$ cat src/rtl/mdu_pkg.sv
// Shared types and constants for the multiply/divide-unit controller.
// Optional feature macro used by the controller: MDU_ACC_EN (MADD/MADDU/MSUB/MSUBU).
package mdu_pkg;

  // Operation codes presented on the op port.
  typedef enum logic [2:0] {
    MDU_MULT  = 3'd0,
    MDU_MULTU = 3'd1,
    MDU_MTHI  = 3'd2,
    MDU_MTLO  = 3'd3,
    MDU_MADD  = 3'd4,
    MDU_MADDU = 3'd5,
    MDU_MSUB  = 3'd6,
    MDU_MSUBU = 3'd7
  } mdu_op_e;

  // Controller states.
  typedef enum logic {
    IDLE = 1'b0,
    RUN  = 1'b1
  } mdu_state_e;

  // How the product is folded into HI/LO on the result edge.
  typedef enum logic [1:0] {
    ACC_NONE = 2'd0,
    ACC_ADD  = 2'd1,
    ACC_SUB  = 2'd2
  } mdu_acc_e;

  // Legal multiply latency range and the counter width that covers it.
  localparam int unsigned MUL_LAT_MIN = 1;
  localparam int unsigned MUL_LAT_MAX = 16;
  localparam int unsigned CNT_W       = 4;

endpackage

$ cat src/rtl/mdu_ctrl_multiplier.sv
// Combinational 32x32 -> 64 multiplier, signed or unsigned by the sign input.
// Driven only from stable, latched operands, so it is timed as a multicycle path.
module mdu_ctrl_multiplier (
  input  logic        sign,
  input  logic [31:0] iA,
  input  logic [31:0] iB,
  output logic [63:0] oZ
);

  logic [63:0] a_ext;
  logic [63:0] b_ext;

  // Sign- or zero-extend to 64 bits; the low 64 bits of the product are then
  // exact for both interpretations, and a 32x32 product never overflows 64 bits.
  always_comb begin
    a_ext = {{32{sign & iA[31]}}, iA};
    b_ext = {{32{sign & iB[31]}}, iB};
    oZ    = a_ext * b_ext;
  end

endmodule

$ cat src/rtl/mdu_ctrl.sv
// HI/LO owner and multiply sequencer for the multicycle core.
// Executes MULT/MULTU/MTHI/MTLO; with MDU_ACC_EN defined also MADD/MADDU/MSUB/MSUBU.
module mdu_ctrl
  import mdu_pkg::*;
#(
  parameter int unsigned MUL_LAT = 4
) (
  input  logic        clk,
  input  logic        rst_n,
  input  logic        start,
  input  logic [2:0]  op,
  input  logic [31:0] rs_val,
  input  logic [31:0] rt_val,
  input  logic        abort,
  output logic        ready,
  output logic        busy,
  output logic        done,
  output logic [31:0] hi,
  output logic [31:0] lo
);

  if (MUL_LAT < MUL_LAT_MIN || MUL_LAT > MUL_LAT_MAX) begin : g_bad_lat
    $error("mdu_ctrl: MUL_LAT out of range 1..16");
  end

  mdu_state_e       state_q, state_d;
  logic [CNT_W-1:0] cnt_q, cnt_d;
  logic [31:0]      a_q, a_d;
  logic [31:0]      b_q, b_d;
  logic             sign_q, sign_d;
  logic [31:0]      hi_q, hi_d;
  logic [31:0]      lo_q, lo_d;
  logic             done_q, done_d;
  mdu_acc_e         acc_q, acc_d;
  logic [63:0]      product;
  logic [63:0]      result;
  logic             accept;
  mdu_op_e          op_e;

  mdu_ctrl_multiplier u_mult (
    .sign (sign_q),
    .iA   (a_q),
    .iB   (b_q),
    .oZ   (product)
  );

  // Value written to {hi,lo} on the result edge.
`ifdef MDU_ACC_EN
  always_comb begin
    result = product;
    unique case (acc_q)
      ACC_ADD: result = {hi_q, lo_q} + product;
      ACC_SUB: result = {hi_q, lo_q} - product;
      default: result = product;
    endcase
  end
`else
  always_comb begin
    result = product;
  end
`endif

  // Issue qualification and status outputs.
  always_comb begin
    op_e   = mdu_op_e'(op);
    accept = start && (state_q == IDLE) && !abort;
    ready  = (state_q == IDLE);
    busy   = (state_q == RUN);
    done   = done_q;
    hi     = hi_q;
    lo     = lo_q;
  end

  // Next-state logic: issue decode in IDLE, countdown and writeback in RUN.
  always_comb begin
    state_d = state_q;
    cnt_d   = cnt_q;
    a_d     = a_q;
    b_d     = b_q;
    sign_d  = sign_q;
    hi_d    = hi_q;
    lo_d    = lo_q;
    acc_d   = acc_q;
    done_d  = 1'b0;
    unique case (state_q)
      IDLE: begin
        if (accept) begin
          case (op_e)
            MDU_MULT, MDU_MULTU: begin
              a_d     = rs_val;
              b_d     = rt_val;
              sign_d  = (op_e == MDU_MULT);
              acc_d   = ACC_NONE;
              cnt_d   = CNT_W'(MUL_LAT - 1);
              state_d = RUN;
            end
            MDU_MTHI: hi_d = rs_val;
            MDU_MTLO: lo_d = rs_val;
`ifdef MDU_ACC_EN
            MDU_MADD, MDU_MADDU, MDU_MSUB, MDU_MSUBU: begin
              a_d     = rs_val;
              b_d     = rt_val;
              sign_d  = (op_e == MDU_MADD) || (op_e == MDU_MSUB);
              acc_d   = ((op_e == MDU_MADD) || (op_e == MDU_MADDU)) ? ACC_ADD : ACC_SUB;
              cnt_d   = CNT_W'(MUL_LAT - 1);
              state_d = RUN;
            end
`endif
            default: ; // undefined op: accepted, no effect
          endcase
        end
      end
      RUN: begin
        if (abort) begin
          // Flush: drop the partial result, HI/LO keep their old value.
          state_d = IDLE;
          cnt_d   = '0;
        end else if (cnt_q == '0) begin
          {hi_d, lo_d} = result;
          state_d      = IDLE;
          done_d       = 1'b1;
        end else begin
          cnt_d = cnt_q - CNT_W'(1);
        end
      end
      default: state_d = IDLE;
    endcase
  end

  // State, operand latches and architectural HI/LO.
  always_ff @(posedge clk or negedge rst_n) begin
    if (!rst_n) begin
      state_q <= IDLE;
      cnt_q   <= '0;
      a_q     <= '0;
      b_q     <= '0;
      sign_q  <= 1'b0;
      hi_q    <= '0;
      lo_q    <= '0;
      done_q  <= 1'b0;
      acc_q   <= ACC_NONE;
    end else begin
      state_q <= state_d;
      cnt_q   <= cnt_d;
      a_q     <= a_d;
      b_q     <= b_d;
      sign_q  <= sign_d;
      hi_q    <= hi_d;
      lo_q    <= lo_d;
      done_q  <= done_d;
      acc_q   <= acc_d;
    end
  end

endmodule

$ cat config.mk
export PLATFORM = sky130hd
export DESIGN_NAME = mdu_ctrl
export DESIGN_NICKNAME = d
export VERILOG_FILES = /design/src/rtl/mdu_pkg.sv /design/src/rtl/mdu_ctrl_multiplier.sv /design/src/rtl/mdu_ctrl.sv
export SDC_FILE = /design/constraint.sdc
export NUM_CORES = 2
export LEC_CHECK = 0
export BUFFER_PORTS_ARGS = -buffer_cell sky130_fd_sc_hd__buf_2
export CORE_MARGIN = 2
export CORE_UTILIZATION = 55
export CTS_CLUSTER_DIAMETER = 60
export DETAILED_ROUTE_END_ITERATION = 8
export GPL_ROUTABILITY_DRIVEN = 0
export PLACE_DENSITY = 0.69
export SETUP_SLACK_MARGIN = 0.3
export SLEW_MARGIN = 20
export SYNTH_ARGS = -nofsm -noshare
export SYNTH_HDL_FRONTEND = slang
export SYNTH_HIERARCHICAL = 1
export SYNTH_SLANG_ARGS = --single-unit
export TNS_END_PERCENT = 50
$ cat constraint.sdc
create_clock -name clk -period 26.2 [get_ports clk]
set_input_delay 2.62 -clock clk [delete_from_list [all_inputs] [get_ports clk]]
set_output_delay 2.62 -clock clk [all_outputs]
set_load 0.01 [all_outputs]
# After elaboration in Yosys (flattened, before gate mapping)
# Index checks and enable logic that the tools add are counted.
op_classes:
  add_sub_neg: 1
  mul: 1
  div_mod_pow: 0
  order_cmp: 0
  n_eq_ne: 10
  shift: 0
  n_mux: 23
  n_bitwise: 3
  n_reduce_logical: 10
ops:
  columns: ["op", "count"]
  rows:
  - ["32-bit 2-to-1 mux", 8]
  - ["32-bit case mux with 2 select lines", 2]
  - ["33-bit by 33-bit multiplier with 64-bit output", 1]
  - ["4-bit 2-to-1 mux", 4]
  - ["2-bit by 1-bit inequality test with 1-bit output (second input constant)", 5]
  - ["4-bit case mux with 2 select lines", 1]
  - ["4-bit AND reduction", 2]
  - ["1-bit 2-to-1 mux", 7]
  - ["3-bit by 2-bit == test with 1-bit output (second input constant)", 2]
  - ["3-bit AND reduction", 2]
  - ["4-bit logical NOT", 1]
  - ["4-bit by 1-bit subtractor with 4-bit output (second input constant)", 1]
  - ["3-bit by 1-bit == test with 1-bit output (second input constant)", 1]
  - ["3-bit logical NOT", 1]
  - ["3-bit inequality test (second input constant)", 1]
  - ["1-bit bitwise AND", 2]
  - ["1-bit logical AND", 2]
  - ["2-bit inequality test (second input constant)", 1]
  - ["1-bit case mux with 2 select lines", 1]
  - ["2-bit OR reduction", 1]
  - ["1-bit logical NOT", 1]
  - ["1-bit NOT", 1]
totals:
  register_bits: 135
  latchBits: 0
  mem_bits_rw: 0
  romBits: 0
  inputBits: 71
  n_memories: 0

# Depth between registers and ports, before layout
logic_depth:
  word_depth: 5
  depth_mapped: 31

# Hierarchy
# The synthesis kept the hierarchy.
by_module_without_submodules:
  columns: ["module", "instances", "cells_per_inst", "area_per_inst_um2", "seq_area_each_um2"]
  rows:
  - ["mdu_ctrl_multiplier", 1, 4194, 37995.2, 0.0]
  - ["mdu_ctrl", 1, 481, 5918.2, 3378.2]

# Least setup slack after synthesis
# No wires, ideal clock.
synth_timing:
  kind: "register to register"
  startpoint: "register a_q[31]"
  endpoint: "register hi_q[29], in the netlist hi[29]"
  setup_time_ns: 0.079
  arrival_ns: 8.153
  required_ns: 26.121
  path_slack_ns: 17.967
  stages_incl_launch_ff: 32
  n_path_buf: 2
  period_less_slack_ns: 8.233
  path_cell_list: "dfrtp_1 > and2_1 > clkbuf_1 > nand2_1 > inv_1 > fa_1 > inv_1 > fa_1 > inv_1 > fa_1 > inv_1 > fa_1 > inv_1 > fa_1 > fa_1 > inv_1 > fa_1 > fa_1 > inv_1 > ha_1 > clkbuf_1 > a21o_1 > a21o_1 > a221oi_1 > o211ai_1 > nand3_1 > nand2_1 > a211o_1 > a21o_1 > a311oi_1 > a21oi_1 > mux2i_1"
synth_via:
  elab_chain_cells: 5
synth_rtl:
  columns: ["item", "line", "source"]
  rows:
  - ["start, declared", "mdu_ctrl.sv:28", "logic [31:0] a_q, a_d;"]
  - ["start signal, assigned", "mdu_ctrl.sv:135", "a_q <= '0;"]
  - ["start signal, assigned", "mdu_ctrl.sv:145", "a_q <= a_d;"]
  - ["1-bit bitwise AND", "mdu_ctrl_multiplier.sv:16", "a_ext = {{32{sign & iA[31]}}, iA};"]
  - ["33-bit by 33-bit multiplier with 64-bit output *", "mdu_ctrl_multiplier.sv:18", "oZ = a_ext * b_ext;"]
  - ["via product[61]", "mdu_ctrl.sv:35", "logic [63:0] product;"]
  - ["32-bit 2-to-1 mux *", "mdu_ctrl.sv:118", "end else if (cnt_q == '0) begin"]
  - ["32-bit 2-to-1 mux *", "mdu_ctrl.sv:114", "if (abort) begin"]
  - ["32-bit case mux with 2 select lines *", "mdu_ctrl.sv:85", "unique case (state_q)"]
  - ["end signal, assigned", "mdu_ctrl.sv:148", "hi_q <= hi_d;"]
  - ["end, declared", "mdu_ctrl.sv:31", "logic [31:0] hi_q, hi_d;"]
# Mark *: on every way through the listed nets, which the timed path passes. The rest lies on a longest branch. The select of a mux whose other input is x is not followed.
# A chain may end at the register's enable or synchronous reset.

# Worst setup path after layout
layout_timing:
  startpoint: "register sign_q"
  endpoint: "register hi_q[29], in the netlist hi[29]"
layout_via:
  elab_chain_cells: 5
  elab_cells_between_ends: 6
  cone_classes: "1 x mul; 3 x mux; 2 x bitwise"
layout_rtl:
  columns: ["item", "line", "source"]
  rows:
  - ["start, declared", "mdu_ctrl.sv:30", "logic sign_q, sign_d;"]
  - ["start signal, assigned", "mdu_ctrl.sv:147", "sign_q <= sign_d;"]
  - ["1-bit bitwise AND (on tied branches)", "mdu_ctrl_multiplier.sv:16, mdu_ctrl_multiplier.sv:17", null]
  - ["33-bit by 33-bit multiplier with 64-bit output *", "mdu_ctrl_multiplier.sv:18", null]
  - ["via product[61]", "mdu_ctrl.sv:35", null]
  - ["32-bit 2-to-1 mux *", "mdu_ctrl.sv:118", null]
  - ["32-bit 2-to-1 mux *", "mdu_ctrl.sv:114", null]
  - ["32-bit case mux with 2 select lines *", "mdu_ctrl.sv:85", null]
# Marks and branches as above.

==> impl_metrics.env <==
export IMPL_netlist_instances=4675
export IMPL_root_buffer="clkbuf_16"
export IMPL_worst_pin_slew_ns=1.13
export IMPL_synthMostInstantiatedCell="inv_1"
export IMPL_clkLatencyLatePin_ns=0.44
export IMPL_cts_tree="built"
export IMPL_rows=103
export IMPL_remaining_drc_errors=0
export IMPL_vias=31300
export IMPL_synth_top_cell_by_area="fa_1"
export IMPL_synthTopCellsByCount="inv_1, fa_1, nand2_1"
export IMPL_nFillCells=6824
export IMPL_io_pins=138
export IMPL_die_h_um=287
export IMPL_setup_viol=0
export IMPL_critPathTopFamily="adder cells"
export IMPL_slew_headroom=0.246
export IMPL_ys_warn_count=6
export IMPL_synth_edf_count=0
export IMPL_worst_ep_arrival_time_ns=10.20
export IMPL_start_util=0.556
export IMPL_synth_seq_cells=135
export IMPL_area_growth_pct=4.86
export IMPL_place_port_buffers=137
export IMPL_min_period_ns=9.84
export IMPL_grt_pass1_vias=34000
export IMPL_antenna_found_initial=10
export IMPL_die_w_um=287
export IMPL_synth_avg_cell_area_sq_um=9.39
export IMPL_wl_um=117000
export IMPL_core_area_sq_um=79000
export IMPL_worst_setup_path_type="flop to flop"
export IMPL_cts_sinks=135
export IMPL_hold_viol_final=0
export IMPL_finalCritPeriodShare=0.376
export IMPL_path_clk_slew_ns=0.07
export IMPL_multi_input_area_sq_um=35200
export IMPL_grt_max_degree=103
export IMPL_ff_latch_area_sq_um=3390
export IMPL_syn_nets=6085
export IMPL_cp_required_ns=26.56
export IMPL_cp_common_cell="fa_1"
export IMPL_htree_levels=4
export IMPL_grt_pass1_wl_um=189000
export IMPL_ys_flop_type="dfrtp_1"
export IMPL_yosysSeqAreaShare=0.0769
export IMPL_drive_above_1_share=0.0569
export IMPL_routedWlPerCell_um=20.5
export IMPL_syn_area_sq_um=43900
export IMPL_hold_path_class="flop to flop"
export IMPL_yosysTopAreaCellShare=0.513
export IMPL_status="finished clean"
export IMPL_dp_hpwl_um=93200
export IMPL_max_freq_ghz=0.102
export IMPL_holdBufCountCts=0
export IMPL_clk_path_buf_depth=2
export IMPL_cts_repair_resized=0
export IMPL_via_per_inst=5.47
export IMPL_end_kind="flop"
export IMPL_synthTopCellsByArea="fa_1, inv_1, dfrtp_1"
export IMPL_die_area_sq_um=82100
export IMPL_final_antenna_net_count=0
export IMPL_cts_setup_buffers=0
export IMPL_overflow=0
export IMPL_skew_ns=0.0151
export IMPL_start_kind="flop"
export IMPL_ys_types=72
export IMPL_first_pass_iters=6
export IMPL_max_stage_delay_ns=1.11
export IMPL_maxCapViolCount=0
export IMPL_rsz0062_at_grt="false"
export IMPL_cts_buffers=17
export IMPL_setup_tns_ns=0
export IMPL_nNetsFinal=6056
export IMPL_cp_buffers_inverters=5
export IMPL_slew_viol_final=0
export IMPL_async_flop_share=1.00
export IMPL_slowest_stage="fa_1"
export IMPL_drt_iter0_markers=2089
export IMPL_cp_max_fo=22
export IMPL_grt_use_total=0.301
## worst register-to-register path, stage by stage, from the launching register on
cell and delay, ns:
dfrtp_1 0.81, and2_1 0.63, nand2_1 0.19, inv_1 0.16, fa_1 0.48, fa_1 0.56, fa_2 0.63, inv_1 0.26
fa_1 1.12, inv_1 0.33, fa_1 0.53, fa_1 0.55, inv_1 0.05, fa_1 0.47, fa_1 0.52, inv_1 0.05
ha_1 0.36, nand4_1 0.18, nor2_1 0.10, a221oi_1 0.27, o211ai_1 0.17, nand3_1 0.11, nand2_1 0.05, a211o_1 0.38
a21o_1 0.25, a311oi_1 0.27, a21oi_1 0.10, mux2i_1 0.17
## layout make-up
class                      instances  share of cell area
tap                             1050              0.0285
multi-input combinational       3126               0.764
clock buffer                      18             0.00932
antenna                            9            0.000489
clock inverter                    14             0.00413
sequential                       135              0.0736
inverter                        1167              0.0951
timing repair buffer             199              0.0251
## flip-flops by register name (all words and copies together), names as in the netlist
name and flops:
hi 32, done 1, cnt_q 4, busy 1, a_q 32, sign_q 1, lo 32, b_q 32
## path summary, 6_finish.rpt
kind | slack, ns | cells past startpoint | end | from
setup reg to reg | 16.36 | 27 | hi[29] | sign_q
setup / recovery | 16.36 | 27 | hi[29] | sign_q
hold reg to reg | 0.49 | 1 | b_q[26] | b_q[26]
max in group asynchronous | 22.70 | 2 | a_q[10] | rst_n
hold / removal | 0.49 | 1 | b_q[26] | b_q[26]
min in group asynchronous | 2.30 | 1 | lo[23] | rst_n
## per-stage QoR
stage / instances / worst slack [ns] / util / hold WS (ns) / instance area [sq um]
after CTS: 5709 / 16.44 / 0.583 / 0.491 / 46000
after floorplan: 4675 / 17.97 / - / 0.456 / 43900
final: 5718 / 16.36 / 0.583 / 0.486 / 46000
after global placement: 5677 / 16.70 / 0.575 / 0.468 / 45400
after detailed placement: 5677 / 16.54 / 0.575 / 0.476 / 45400
after global routing: 5713 / 15.95 / 0.583 / 0.505 / 46000
## logic make-up (layout without fill, tap and decap cells)
family / Yosys count / after routing / share of synthesized area
buf+inv: 1414 / 1398 / 0.123
fa+ha+maj: 1339 / 1339 / 0.574
simple gates: 1290 / 1290 / 0.138
compound gates: 289 / 289 / 0.0417
flops: 135 / 135 / 0.0769
mux: 130 / 130 / 0.0315
xor+xnor: 78 / 78 / 0.0156
other cells: 0 / 9 / 0
## cells in the final DEF (no fill, tap or decap), types with 4 or more instances in the layout
master	netlist	layout
o21ai_0	37	37
clkbuf_16	0	17
a21o_1	32	32
dfrtp_1	135	125
nor2b_1	38	38
o21a_1	5	5
buf_2	4	136
mux2_1	64	64
and2_1	360	360
o22ai_1	4	4
dfrtp_2	0	10
nand2_1	749	749
nand2b_1	4	4
inv_8	0	4
or2_2	6	6
and3_1	27	27
o31ai_1	5	5
xor2_1	22	22
a21oi_1	143	143
ha_1	214	214
nor2_1	60	60
xnor2_1	56	56
o211ai_1	11	11
o21bai_1	6	6
a211oi_1	8	8
nor3_1	8	8
fa_1	1125	1124
nand3_1	11	11
inv_1	1167	1167
mux2i_1	64	64
diode_2	0	9
nand4_1	11	11
buf_4	9	62
## per-layer routing
metal	GRT usage	up-vias	part of all wire
met2	0.527	1123	0.52
met3	0.0436	269	0.064
met1	0.372	16500	0.37
met5	0	-	0.00036
li1	-	13400	-
met4	0.131	6	0.050
Power is not shown: default switching activity piles up to over one toggle a cycle in this logic, so the estimate is an artifact.
